File: src/rtl/div_if.sv
// Request/result bundle between the ALU (master) and the radix-2 divider (slave).
interface div_if;
    logic        signed_div;
    logic [31:0] opdata1;
    logic [31:0] opdata2;
    logic        start;
    logic        annul;
    logic [63:0] result;
    logic        ready;

    modport master (
        output signed_div, opdata1, opdata2, start, annul,
        input  result, ready
    );

    modport slave (
        input  signed_div, opdata1, opdata2, start, annul,
        output result, ready
    );
endinterface

File: src/rtl/div_radix2.sv
// Iterative 32-bit restoring divider, one quotient bit per cycle, signed or unsigned.
// Result is {remainder, quotient}; ready is registered and only ever high while in END.
module div_radix2 (
    input  logic  clk,
    input  logic  rst,
    div_if.slave  bus
);
    typedef enum logic [1:0] {IDLE, BYZERO, ON, END} state_t;

    state_t      state_reg, state_next;
    logic [5:0]  cnt_reg;
    logic [31:0] dvd_reg;      // dividend bits shift out, quotient bits shift in
    logic [31:0] rem_reg;
    logic [31:0] dvsr_reg;
    logic        neg_q_reg;
    logic        neg_r_reg;
    logic [63:0] result_reg;
    logic        ready_reg;

    logic [31:0] a_mag, b_mag;
    logic [32:0] shifted;
    logic        no_borrow;
    logic [31:0] rem_step, dvd_step;
    logic [31:0] quo_fix, rem_fix;

    // Magnitudes of the live operands; only consumed on the latch cycle.
    assign a_mag = (bus.signed_div && bus.opdata1[31]) ? -bus.opdata1 : bus.opdata1;
    assign b_mag = (bus.signed_div && bus.opdata2[31]) ? -bus.opdata2 : bus.opdata2;

    // One restoring step. A successful trial subtract leaves a value below the
    // divisor, so the low 32 bits of the difference are exact.
    assign shifted   = {rem_reg, dvd_reg[31]};
    assign no_borrow = (shifted >= {1'b0, dvsr_reg});
    assign rem_step  = no_borrow ? (shifted[31:0] - dvsr_reg) : shifted[31:0];
    assign dvd_step  = {dvd_reg[30:0], no_borrow};

    assign quo_fix = neg_q_reg ? -dvd_step : dvd_step;
    assign rem_fix = neg_r_reg ? -rem_step : rem_step;

    always_ff @(posedge clk) begin
        if (rst) begin
            state_reg <= IDLE;
        end else begin
            state_reg <= state_next;
        end
    end

    always_comb begin
        state_next = state_reg;
        case (state_reg)
            IDLE: begin
                if (bus.start && !bus.annul) begin
                    state_next = (bus.opdata2 == 32'd0) ? BYZERO : ON;
                end
            end
            BYZERO: begin
                state_next = bus.annul ? IDLE : END;
            end
            ON: begin
                // Dropping start mid-divide is an abort, same as annul.
                if (bus.annul || !bus.start) begin
                    state_next = IDLE;
                end else if (cnt_reg == 6'd31) begin
                    state_next = END;
                end
            end
            END: begin
                if (bus.annul || !bus.start) begin
                    state_next = IDLE;
                end
            end
            default: state_next = IDLE;
        endcase
    end

    always_ff @(posedge clk) begin
        if (rst) begin
            cnt_reg    <= 6'd0;
            dvd_reg    <= 32'd0;
            rem_reg    <= 32'd0;
            dvsr_reg   <= 32'd0;
            neg_q_reg  <= 1'b0;
            neg_r_reg  <= 1'b0;
            result_reg <= 64'h0;
            ready_reg  <= 1'b0;
        end else begin
            // ready lags entry to END by one cycle and drops with the exit edge.
            ready_reg <= (state_reg == END) && (state_next == END);
            case (state_reg)
                IDLE: begin
                    if (state_next != IDLE) begin
                        dvd_reg   <= a_mag;
                        dvsr_reg  <= b_mag;
                        rem_reg   <= 32'd0;
                        cnt_reg   <= 6'd0;
                        neg_q_reg <= bus.signed_div && (bus.opdata1[31] ^ bus.opdata2[31]);
                        neg_r_reg <= bus.signed_div && bus.opdata1[31];
                    end
                end
                BYZERO: begin
                    if (state_next == END) begin
                        result_reg <= 64'h0;
                    end
                end
                ON: begin
                    if (state_next == IDLE) begin
                        cnt_reg <= 6'd0;
                    end else begin
                        dvd_reg <= dvd_step;
                        rem_reg <= rem_step;
                        cnt_reg <= cnt_reg + 6'd1;
                        if (state_next == END) begin
                            result_reg <= {rem_fix, quo_fix};
                        end
                    end
                end
                default: ;
            endcase
        end
    end

    assign bus.result = result_reg;
    assign bus.ready  = ready_reg;
endmodule

File: src/flat_wrapper.sv
// flat-port wrapper written by rule: the top's interface ports become plain ports
module div_radix2_flat 
  (clk, rst, bus_signed_div, bus_opdata1, bus_opdata2, bus_start, bus_annul, bus_result, bus_ready);
  div_if bus_i ();
  input  logic clk;
  input  logic rst;
  input wire logic [$bits(bus_i.signed_div)-1:0] bus_signed_div;
  input wire logic [$bits(bus_i.opdata1)-1:0] bus_opdata1;
  input wire logic [$bits(bus_i.opdata2)-1:0] bus_opdata2;
  input wire logic [$bits(bus_i.start)-1:0] bus_start;
  input wire logic [$bits(bus_i.annul)-1:0] bus_annul;
  output wire logic [$bits(bus_i.result)-1:0] bus_result;
  output wire logic [$bits(bus_i.ready)-1:0] bus_ready;
  assign bus_i.signed_div = bus_signed_div;
  assign bus_i.opdata1 = bus_opdata1;
  assign bus_i.opdata2 = bus_opdata2;
  assign bus_i.start = bus_start;
  assign bus_i.annul = bus_annul;
  assign bus_result = bus_i.result;
  assign bus_ready = bus_i.ready;
  div_radix2 u_core (.clk(clk), .rst(rst), .bus(bus_i));
endmodule
File: config.mk
export PLATFORM = sky130hd
export DESIGN_NAME = div_radix2_flat
export DESIGN_NICKNAME = d
export VERILOG_FILES = /design/src/rtl/div_if.sv /design/src/rtl/div_radix2.sv /design/src/flat_wrapper.sv
export SDC_FILE = /design/constraint.sdc
export NUM_CORES = 1
export LEC_CHECK = 0
export ABC_AREA = 1
export ABC_CLOCK_PERIOD_IN_PS = 3450
export CELL_PAD_IN_SITES_DETAIL_PLACEMENT = 0
export CELL_PAD_IN_SITES_GLOBAL_PLACEMENT = 1
export CORE_ASPECT_RATIO = 1.1
export CORE_UTILIZATION = 36
export DETAILED_ROUTE_END_ITERATION = 8
export PLACE_DENSITY = 0.8
export SLEW_MARGIN = 20
export SYNTH_ARGS = -nofsm -noshare
export SYNTH_HDL_FRONTEND = slang
export SYNTH_SLANG_ARGS = --single-unit
export TNS_END_PERCENT = 100
File: constraint.sdc
create_clock -name clk -period 3.45 [get_ports clk]
set_input_delay 0.69 -clock clk [delete_from_list [all_inputs] [get_ports clk]]
set_output_delay 0.69 -clock clk [all_outputs]
set_load 0.02 [all_outputs]
==> summary.txt <==
======================================================================================
Die extent in x                                                            184 microns
Flip-flop count of the largest register after layout                                64
Required time at the worst-slack endpoint                                      3.83 ns
Start point of the critical path                                          u_core.dvsr_reg[28]
EDFF count, synth                                                                    0
Layout area overhead                                                             31.0%
Number of violations of the max-capacitance limit                                    0
Root buf cell                                                             sky130_fd_sc_hd__clkbuf_16
Clock latency reported for the late side of the worst-skew pair                0.45 ns
Wire length of the first global-routing pass                              74,100 microns
Post-synth top area share                                                        26.2%
Initial DRT Pass Iterations                                                          5
Count of unique library cells instantiated by Yosys                                 58
Worst reg-to-reg setup slack                                                   0.19 ns
Slew @ Worst Pin                                                              0.973 ns
Syn Nets                                                                         2,295
Sink count of the clock tree                                                       171
Prevailing post-synth register cell                                       sky130_fd_sc_hd__dfxtp_1
Count of nets left with antenna violations after detail routing                      0
Fraction of the yosys area taken by sequential cells                             26.2%
Worst-case clock skew                                                        0.0153 ns
Run status                                                                finished, final reports clean
Number of standard cells after synthesis                                         2,188
Placed instance area                                                      0.0159 sq mm
Period utilization                                                               94.5%
Routed vias/inst                                                                  4.98
DP HPWL                                                                   36,300 microns
Total of endpoints with negative setup slack in the final report                     0
DRT iter0 DRCs                                                                   1,135
Top-level port count                                                               134
Slew HR                                                                          35.2%
# nets final                                                                     2,539
Worst Setup End Kind                                                         flip-flop
Reg2Reg Launch Point                                                      u_core.dvsr_reg[28]
Number of cells in the finished layout apart from fillers                        2,925
Data arrival at the endpoint of the critical path                              3.64 ns
Post-Syn Area                                                             0.0131 sq mm
Number of failing hold endpoints at the final stage                                  0
# DRC                                                                                0
Top post-synthesis cells by count                                         659 x sky130_fd_sc_hd__nand2_1, 306 x sky130_fd_sc_hd__inv_1, 192 x sky130_fd_sc_hd__a21oi_1
Vias post-DR                                                                    14,562
Leakage dissipation                                                            8.03 nW
Worst setup path class                                                      reg -> reg
Post-CTS Hold Fix Bufs                                                               0
Starting Density                                                                 36.8%
Post-detailed-routing wire length                                         46,600 microns
Final number of max-transition violations                                            0
Highest achievable clock rate                                                  307 MHz
R2r endpoint                                                              u_core.bus.result[30]
Fin area                                                                  0.0171 sq mm
Cell with the most instances after synthesis                              sky130_fd_sc_hd__nand2_1
Die Span Y                                                                 202 microns
Top cell type by total area after synthesis                               sky130_fd_sc_hd__dfxtp_1
Worst hold slack after final layout                                           0.465 ns
Largest fanout of any net on the critical path                                       5
Clock slew at the register clock pins of the worst setup and hold paths        0.07 ns
TritonCTS clock tree                                                               yes
Largest cells by area after synthesis                                     sky130_fd_sc_hd__dfxtp_1 26%, sky130_fd_sc_hd__nand2_1 19%, sky130_fd_sc_hd__inv_1 8.8%
Total gr overflow                                                                    0
Post-layout power                                                              5.77 mW
Total of warnings raised by yosys                                                    0
DP Cell Count                                                                    2,888
Async S/R FF share, synth                                                           0%
H-tree levels                                                                        4
Worst setup SP type                                                          flip-flop
GRT Util Overall                                                                 25.5%
Worst Reg2Reg Path Length in Cells                                                  24
# fillers                                                                        3,734
CTS Buf Count                                                                       17
Die footprint                                                             0.0371 sq mm
Largest net degree at the start of global routing                                   78
Shortest clock period the worst path allows after layout                       3.26 ns
Worst setup path endpoint                                                 u_core.bus.result[30]
Number of core rows                                                                 72
WL per Instance                                                           15.9 microns
VDD IR max                                                                    0.371 mV
Ratio of cells with drive above 1 in the final layout                            16.7%
Power Dens Cells                                                           337 mW/mm^2
Number of antenna repair diodes                                                      0
Final weighted congestion in routability-driven placement                        0.969
Number of synthesized register bits                                                171
Hold crit path type                                                         reg -> reg
Total Neg Setup Slack                                                             0 ns
Number of global-route vias before repair                                       13,999
Synthesized area per cell                                                   5.97 sq um
Buffer depth of the longest clock path                                               2
Area of the core                                                          0.0355 sq mm
Count of port buffers added during placement                                       133
Antenna violations before repair                                                     0
======================================================================================
cell type report:
cell class | count | area, sq um | area share [%]
Clock buffer | 20 | 457 | 2.67
Clock inverter | 11 | 111 | 0.651
Inverter | 322 | 1210 | 7.08
Multi-Input combinational cell | 1614 | 8620 | 50.4
Sequential cell | 171 | 3450 | 20.1
Tap cell | 481 | 602 | 3.52
Timing Repair Buffer | 306 | 2670 | 15.6
metal layers:
| layer | track usage (%) | share of wire, % |
|---|---|---|
| met5 | 0 | 0 |
| met4 | 9.97 | 3.2 |
| met3 | 2.99 | 4.1 |
| met2 | 44.0 | 48 |
| met1 | 32.3 | 45 |
placed cells by master, fill, tap and decap left out, types with 5 or more instances in the layout:
cell type and count:
sky130_fd_sc_hd__nand2_4 13, sky130_fd_sc_hd__a21oi_2 5, sky130_fd_sc_hd__or2_2 6, sky130_fd_sc_hd__ha_1 5, sky130_fd_sc_hd__nand3b_1 6, sky130_fd_sc_hd__nor2_1 173, sky130_fd_sc_hd__a211oi_1 6, sky130_fd_sc_hd__clkdlybuf4s50_1 132
sky130_fd_sc_hd__xnor2_1 18, sky130_fd_sc_hd__o211ai_1 17, sky130_fd_sc_hd__o21ai_0 111, sky130_fd_sc_hd__nand3_1 141, sky130_fd_sc_hd__nand4_1 26, sky130_fd_sc_hd__nand2_2 51, sky130_fd_sc_hd__dfxtp_1 153, sky130_fd_sc_hd__nor2_4 5
sky130_fd_sc_hd__dfxtp_2 18, sky130_fd_sc_hd__nand2_1 639, sky130_fd_sc_hd__ha_4 32, sky130_fd_sc_hd__a31oi_1 5, sky130_fd_sc_hd__nor2_2 22, sky130_fd_sc_hd__a21oi_1 190, sky130_fd_sc_hd__nor3_1 22, sky130_fd_sc_hd__clkbuf_16 17
sky130_fd_sc_hd__o22ai_1 6, sky130_fd_sc_hd__inv_2 26, sky130_fd_sc_hd__xor2_1 50, sky130_fd_sc_hd__buf_4 170, sky130_fd_sc_hd__inv_1 292, sky130_fd_sc_hd__o21ai_1 13, sky130_fd_sc_hd__nand3_2 8
how the worst min path moves through the flow:
stage / from / to / slack [ns] / cells past startpoint
after floorplan: u_core.dvsr_reg[12] / u_core.dvsr_reg[12] / 0.44 / 2
after global placement: u_core.dvsr_reg[12] / u_core.dvsr_reg[12] / 0.45 / 2
after detailed placement: u_core.dvsr_reg[12] / u_core.dvsr_reg[12] / 0.45 / 2
after CTS: u_core.dvsr_reg[12] / u_core.dvsr_reg[12] / 0.47 / 2
after global routing: u_core.bus.result[1] / u_core.bus.result[1] / 0.48 / 2
final: u_core.bus.result[58] / u_core.bus.result[58] / 0.46 / 2
through the flow:
step	utilization (%)	setup slack (ns)
after floorplan	-	0.0756
after global placement	44.9	-0.126
after detailed placement	44.9	-0.157
after CTS	46.8	0.0000595
after global routing	48.2	-0.0106
final	48.2	0.188
critical path, cell delays in order, from the launching register on:
cell and delay, ns:
sky130_fd_sc_hd__dfxtp_1 0.33, sky130_fd_sc_hd__inv_2 0.08, sky130_fd_sc_hd__ha_4 0.27, sky130_fd_sc_hd__a21oi_2 0.15
sky130_fd_sc_hd__nand2_2 0.08, sky130_fd_sc_hd__a21oi_2 0.16, sky130_fd_sc_hd__nand2_2 0.10, sky130_fd_sc_hd__nor2_8 0.16
sky130_fd_sc_hd__nand2_8 0.07, sky130_fd_sc_hd__inv_4 0.05, sky130_fd_sc_hd__ha_4 0.12, sky130_fd_sc_hd__inv_2 0.04
sky130_fd_sc_hd__nor3_4 0.14, sky130_fd_sc_hd__nand2_2 0.10, sky130_fd_sc_hd__nor3_4 0.17, sky130_fd_sc_hd__nand2_2 0.10
sky130_fd_sc_hd__inv_2 0.07, sky130_fd_sc_hd__nand4_1 0.11, sky130_fd_sc_hd__nor4_2 0.19, sky130_fd_sc_hd__buf_4 0.17
sky130_fd_sc_hd__nand3_1 0.07, sky130_fd_sc_hd__o21ai_2 0.13, sky130_fd_sc_hd__xor2_1 0.14, sky130_fd_sc_hd__nand2_1 0.06
sky130_fd_sc_hd__a21oi_1 0.13
logic make-up (layout without fill, tap and decap cells):
| logic type | after synthesis | count (layout) | synth area share, % |
|---|---|---|---|
| compound gates | 373 | 373 | 15.5 |
| fa+ha+maj | 38 | 38 | 3.70 |
| buf+inv | 403 | 659 | 12.1 |
| simple gates | 1135 | 1135 | 38.0 |
| flops | 171 | 171 | 26.2 |
| xor+xnor | 68 | 68 | 4.56 |
timing repair:
| item | in CTS | in global routing |
|---|---|---|
| pin swaps | 0 | 14 |
| resized for setup | 12 | 94 |
| endpoints found under the hold margin | 0 | 0 |
| endpoints found under the setup margin | 6 | 32 |
| buffers inserted | 2 | 4 |
power breakdown:
part	internal, mW	leakage (nW)	switching, mW	total [mW]
clock network	1.04	0.273	0.918	1.96
registers	2.04	1.40	0.0639	2.11
logic	0.658	6.36	1.04	1.70
total	3.74	8.03	2.02	5.77
Power figures use the tool's default switching activity.
